**src/rtl/add_order_parser.sv**
```systemverilog
// Add Order byte-stream parser: decodes framed feed messages, strobes extracted fields.
// Optional PARSER_STATS_EN adds saturating msg_count/err_count outputs.
module add_order_parser #(
    parameter logic [7:0] ADD_TYPE  = 8'h41,
    parameter logic [7:0] BUY_CHAR  = 8'h42,
    parameter logic [7:0] SELL_CHAR = 8'h53
) (
    input  logic        clk,
    input  logic        rst_n,
    input  logic        in_valid,
    input  logic [7:0]  in_data,
    input  logic        in_sop,
    input  logic        in_eop,
    output logic [15:0] order_id_out_add,
    output logic        order_type_out_add,
    output logic [7:0]  quantity_out_add,
    output logic [15:0] price_out_add,
    output logic        add_valid,
    output logic        parse_err
`ifdef PARSER_STATS_EN
    ,
    output logic [15:0] msg_count,
    output logic [15:0] err_count
`endif
);

    typedef enum logic [2:0] {
        S_IDLE  = 3'd0,
        S_ID_HI = 3'd1,
        S_ID_LO = 3'd2,
        S_SIDE  = 3'd3,
        S_QTY   = 3'd4,
        S_PR_HI = 3'd5,
        S_PR_LO = 3'd6,
        S_SKIP  = 3'd7
    } state_t;

    state_t      r_state;
    state_t      w_next_state;
    logic        w_add_fire;
    logic        w_err_fire;
    logic        w_in_body;
    logic [7:0]  r_id_hi;
    logic [7:0]  r_id_lo;
    logic        r_side_buy;
    logic        r_side_bad;
    logic [7:0]  r_qty;
    logic [7:0]  r_pr_hi;

    assign w_in_body = (r_state != S_IDLE) && (r_state != S_SKIP);

    // Next-state decode and strobe generation; a sop byte always restarts with IDLE rules.
    always_comb begin
        w_next_state = r_state;
        w_add_fire   = 1'b0;
        w_err_fire   = 1'b0;
        if (in_valid) begin
            if (in_sop) begin
                w_err_fire = w_in_body;
                if (in_data == ADD_TYPE) begin
                    if (in_eop) begin
                        w_err_fire   = 1'b1;
                        w_next_state = S_IDLE;
                    end else begin
                        w_next_state = S_ID_HI;
                    end
                end else if (in_eop) begin
                    w_next_state = S_IDLE;
                end else begin
                    w_next_state = S_SKIP;
                end
            end else begin
                case (r_state)
                    S_IDLE: w_next_state = S_IDLE;
                    S_ID_HI, S_ID_LO, S_SIDE, S_QTY, S_PR_HI: begin
                        if (in_eop) begin
                            w_err_fire   = 1'b1;
                            w_next_state = S_IDLE;
                        end else begin
                            w_next_state = state_t'(r_state + 3'd1);
                        end
                    end
                    S_PR_LO: begin
                        if (in_eop) begin
                            w_add_fire   = ~r_side_bad;
                            w_err_fire   = r_side_bad;
                            w_next_state = S_IDLE;
                        end else begin
                            w_err_fire   = 1'b1;
                            w_next_state = S_SKIP;
                        end
                    end
                    S_SKIP: begin
                        if (in_eop) begin
                            w_next_state = S_IDLE;
                        end else begin
                            w_next_state = S_SKIP;
                        end
                    end
                    default: w_next_state = S_IDLE;
                endcase
            end
        end else begin
            w_next_state = r_state;
        end
    end

    // State register.
    always_ff @(posedge clk or negedge rst_n) begin
        if (!rst_n) begin
            r_state <= S_IDLE;
        end else begin
            r_state <= w_next_state;
        end
    end

    // Shadow capture of message body bytes; outputs only see them on a clean finish.
    always_ff @(posedge clk or negedge rst_n) begin
        if (!rst_n) begin
            r_id_hi    <= 8'h00;
            r_id_lo    <= 8'h00;
            r_side_buy <= 1'b0;
            r_side_bad <= 1'b0;
            r_qty      <= 8'h00;
            r_pr_hi    <= 8'h00;
        end else if (in_valid && in_sop) begin
            r_side_bad <= 1'b0;
        end else if (in_valid) begin
            case (r_state)
                S_ID_HI: r_id_hi <= in_data;
                S_ID_LO: r_id_lo <= in_data;
                S_SIDE: begin
                    r_side_buy <= (in_data == BUY_CHAR);
                    r_side_bad <= (in_data != BUY_CHAR) && (in_data != SELL_CHAR);
                end
                S_QTY:   r_qty   <= in_data;
                S_PR_HI: r_pr_hi <= in_data;
                default: r_pr_hi <= r_pr_hi;
            endcase
        end
    end

    // Registered strobes and atomic field update on a completed Add Order.
    always_ff @(posedge clk or negedge rst_n) begin
        if (!rst_n) begin
            add_valid          <= 1'b0;
            parse_err          <= 1'b0;
            order_id_out_add   <= 16'h0000;
            order_type_out_add <= 1'b0;
            quantity_out_add   <= 8'h00;
            price_out_add      <= 16'h0000;
        end else begin
            add_valid <= w_add_fire;
            parse_err <= w_err_fire;
            if (w_add_fire) begin
                order_id_out_add   <= {r_id_hi, r_id_lo};
                order_type_out_add <= r_side_buy;
                quantity_out_add   <= r_qty;
                price_out_add      <= {r_pr_hi, in_data};
            end
        end
    end

`ifdef PARSER_STATS_EN
    // Saturating event counters.
    always_ff @(posedge clk or negedge rst_n) begin
        if (!rst_n) begin
            msg_count <= 16'h0000;
            err_count <= 16'h0000;
        end else begin
            if (add_valid && (msg_count != 16'hFFFF)) begin
                msg_count <= msg_count + 16'd1;
            end
            if (parse_err && (err_count != 16'hFFFF)) begin
                err_count <= err_count + 16'd1;
            end
        end
    end
`endif

endmodule

```
**config.mk**
```make
export PLATFORM = sky130hd
export DESIGN_NAME = add_order_parser
export DESIGN_NICKNAME = d
export VERILOG_FILES = /design/src/rtl/add_order_parser.sv
export SDC_FILE = /design/constraint.sdc
export NUM_CORES = 1
export LEC_CHECK = 0
export CORE_MARGIN = 1
export CORE_UTILIZATION = 55
export CTS_CLUSTER_DIAMETER = 50
export CTS_CLUSTER_SIZE = 24
export DETAILED_ROUTE_END_ITERATION = 7
export DONT_BUFFER_PORTS = 1
export PLACE_DENSITY = 0.7
export RECOVER_POWER = 25
export SYNTH_ARGS = -nofsm -noshare
export SYNTH_HDL_FRONTEND = slang
export SYNTH_SLANG_ARGS = --single-unit
```
**constraint.sdc**
```tcl
create_clock -name clk -period 2 [get_ports clk]
set_clock_uncertainty 0.05 [all_clocks]
set_input_delay 0.2 -clock clk [delete_from_list [all_inputs] [get_ports clk]]
set_output_delay 0.2 -clock clk [all_outputs]
set_load 0.03 [all_outputs]
```
==> impl_results.md <==
* DR pass1 iterations at 4
* Compound-Gate Fraction of Synth Area at 3.23%
* Syn Inst Count at 215
* Setup TNS at 0 ps
* Setup slack after layout at 96.8 ps
* WS Path Type: reg2reg
* Worst path required time at 2180 ps
* Cell leakage power at 1.72 nW
* CP Launch Type: register
* CTS clk-pin slew, worst paths at 80 ps
* Mean post-synth cell area at 15.2 um^2
* Die Span Y at 79.0 um
* F_max at 0.525 GHz
* Slew of the pin with the lowest slew margin at 462 ps
* Clock sinks at 80
* Cell mode on critical path: inv_1
* Period utilization at 95.2%
* Fin cells at 305
* Layout Nets at 247
* Total gr overflow at 0
* GR Util All Layers at 23.0%
* WHS at -505 ps
* Number of buffers created by CTS at 9
* Sequential share of the synthesized area at 61.4%
* Layout cells sized above 1 at 38.6%
* ANT nets after route at 0
* RSZ-0062 raised after global routing: false
* Remaining DRCs at 0
* Routed vias/inst at 5.98
* Synth area leader: dfrtp_1
* DP Cell Count at 280
* DP Wirelength at 4100 um
* CTS tree: yes
* Initial antenna violation count at 0
* Final setup violation count at 0
* Design area at 0.00365 mm^2
* Wire per inst at 21.4 um
* I/O pin cnt at 56
* Worst Path Buf+Inv at 3
* CP endpoint kind: register
* Total design power at 4.64 mW
* CP max-delay cell: dfrtp_1
* Placed cell areas at 0.00331 mm^2
* Row count at 27
* N_diodes at 0
* Worst-Skew Late Latency at 340 ps
* Maximum fanout along the worst path at 33
* Syn Nets at 234
* P&R area growth vs syn at 12.1%
* # port buffers at 0
* Longest Clk Path Bufs at 2
* Global-route wire length before repair at 10400 um
* Critical path's largest stage delay at 420 ps
* Fin. Hold Viols at 80
* Post-Synth Adder-Cell Area at 2.30%
* Worst VDD drop at 0.781 mV
* Flops & latches, synth at 80
* Total Wirelength at 6530 um
* Vias in the first global route at 1931
* Simple-gate share of the synthesized area at 4.22%
* Status: complete, but fails checks
* Pre-CTS setup slack at 130 ps
* Total number of yosys warnings at 0
* Kind of cell adding the most delay to the critical path: buffers and inverters
* Fillers at 441
* Failing checks: negative hold slack
* Hold crit path type: in2async
* Core Util, Final at 65.1%
* Via count at 1824
* Iter 0 DRT Violations at 68
* Initial Utilization at 58.1%
* Core ar. at 0.00561 mm^2
* Die area at 0.00624 mm^2
* Max cap viols at 0
* Largest net degree at the start of global routing at 81
* Yosys cell types at 33
* GPL Wtd Cong at 0.762
* H-tree levels at 3
* Synth Cell Area at 0.00326 mm^2
* Shortest period the worst path allows at 1900 ps
* Mux cell area share after synthesis at 25.5%
* Largest family of logic cells by synthesized area: multiplexers
* R2r setup slk at 100 ps
* Die Wd at 79.0 um
* Max-slew violations at 0
* Root Buffer: clkbuf_8
* Normalized max-slew margin at 69.1%
* Top-area cell type share of the netlist area at 61.4%
* Xor/xnor share of the synthesized area at 0.269%
* WP data arrival at 2080 ps
* Worst-path cell chain: inv_1, ha_1, inv_1, nor3_4, buf_12, mux2_2
* Synth area leaders: dfrtp_1 (61%), mux2_2 (24%), ha_1 (2.3%)
* CTS Hold Bufs at 9
* Power density cells at 1270 mW/mm^2
## cells in the final DEF, fill, tap and decap left out, types with 2 or more instances in the layout
master	Yosys	layout
ha_1	6	6
o211ai_1	2	2
clkbuf_8	0	10
nand2_1	6	6
inv_1	6	6
nand3_1	4	4
mux2_1	3	3
dfrtp_1	80	80
a31oi_1	2	2
dlygate4sd3_1	0	9
a21oi_1	2	2
nor2_1	5	5
bufinv_16	0	3
nand2b_1	2	2
buf_4	1	2
mux2_2	70	70
## synth_stat cells
library cell  instances
dfrtp_1              80
mux2_2               70
ha_1                  6
inv_1                 6
nand2_1               6
nor2_1                5
buf_6                 4
nand3_1               4
buf_2                 3
mux2_1                3
a21oi_1               2
a31oi_1               2
clkbuf_1              2
nand2b_1              2
o211ai_1              2
a211o_1               1
a211oi_1              1
a22o_1                1
a32o_1                1
and2b_1               1
and3_1                1
buf_4                 1
mux2i_1               1
nand4b_1              1
nor2b_1               1
nor3_4                1
nor4b_1               1
nor4bb_1              1
o21ai_0               1
o221ai_1              1
o311a_1               1
o41ai_1               1
xnor2_1               1
## what timing repair did
item / in CTS / in global routing
endpoints found under the hold margin: 125 / 80
gates resized for setup: 0 / 0
buffers inserted: 0 / 0
## state kept, by name, indices dropped and copies added (netlist names), 3 cells and up
signal,count
r_id_hi,8
r_id_lo,8
r_qty,8
r_pr_hi,8
quantity_out_add,8
order_id_out_add,16
r_state,3
price_out_add,16
## metal layers
metal	wire length [um]	up-vias	share of wire, %	GRT usage [%]
met4	69	0	1.1	8.18
li1	-	788	-	-
met1	2720	961	42	29.1
met3	488	6	7.5	7.47
met5	0	-	0	0
met2	3250	69	50	37.3
## report_power, final
group | switching [mW] | internal, mW | total [mW]
clock network | 0.583 | 0.870 | 1.45
registers | 0.570 | 2.06 | 2.62
logic | 0.196 | 0.370 | 0.566
total | 1.35 | 3.30 | 4.64
## final timing paths
check | start | end | depth (start not counted)
setup / recovery | r_state[0]$_DFFE_PN0P_ | price_out_add[4]$_DFFE_PN0P_ | 6
hold / removal | rst_n | r_state[1]$_DFFE_PN0P_ | 0
setup reg to reg | r_state[0]$_DFFE_PN0P_ | price_out_add[4]$_DFFE_PN0P_ | 6
hold reg to reg | r_id_lo[6]$_DFFE_PN0P_ | order_id_out_add[6]$_DFFE_PN0P_ | 1
max in group asynchronous | rst_n | quantity_out_add[3]$_DFFE_PN0P_ | 0
min in group clk | in_data[5] | r_side_buy$_DFFE_PN0P_ | 3
## kinds of logic after synthesis
group | count (synthesis)
and+or+nand+nor | 24
xor gates and xnor gates | 1
AOI/OAI and AO/OA | 14
buffers and inverters | 16
muxes | 74
adders and majority gates | 6
DFF | 80
## final cells by class
class / instances / area (um^2) / share of cell area (%)
Tap cell: 72 / 90.1 / 2.47
Timing Repair Buffer: 12 / 125 / 3.43
Clock buffer: 10 / 138 / 3.77
Inverter: 6 / 22.5 / 0.617
Multi-Input combinational cell: 119 / 1160 / 31.7
Clock inverter: 6 / 115 / 3.15
Sequential cell: 80 / 2000 / 54.8
(Power assumes the default switching activity.)
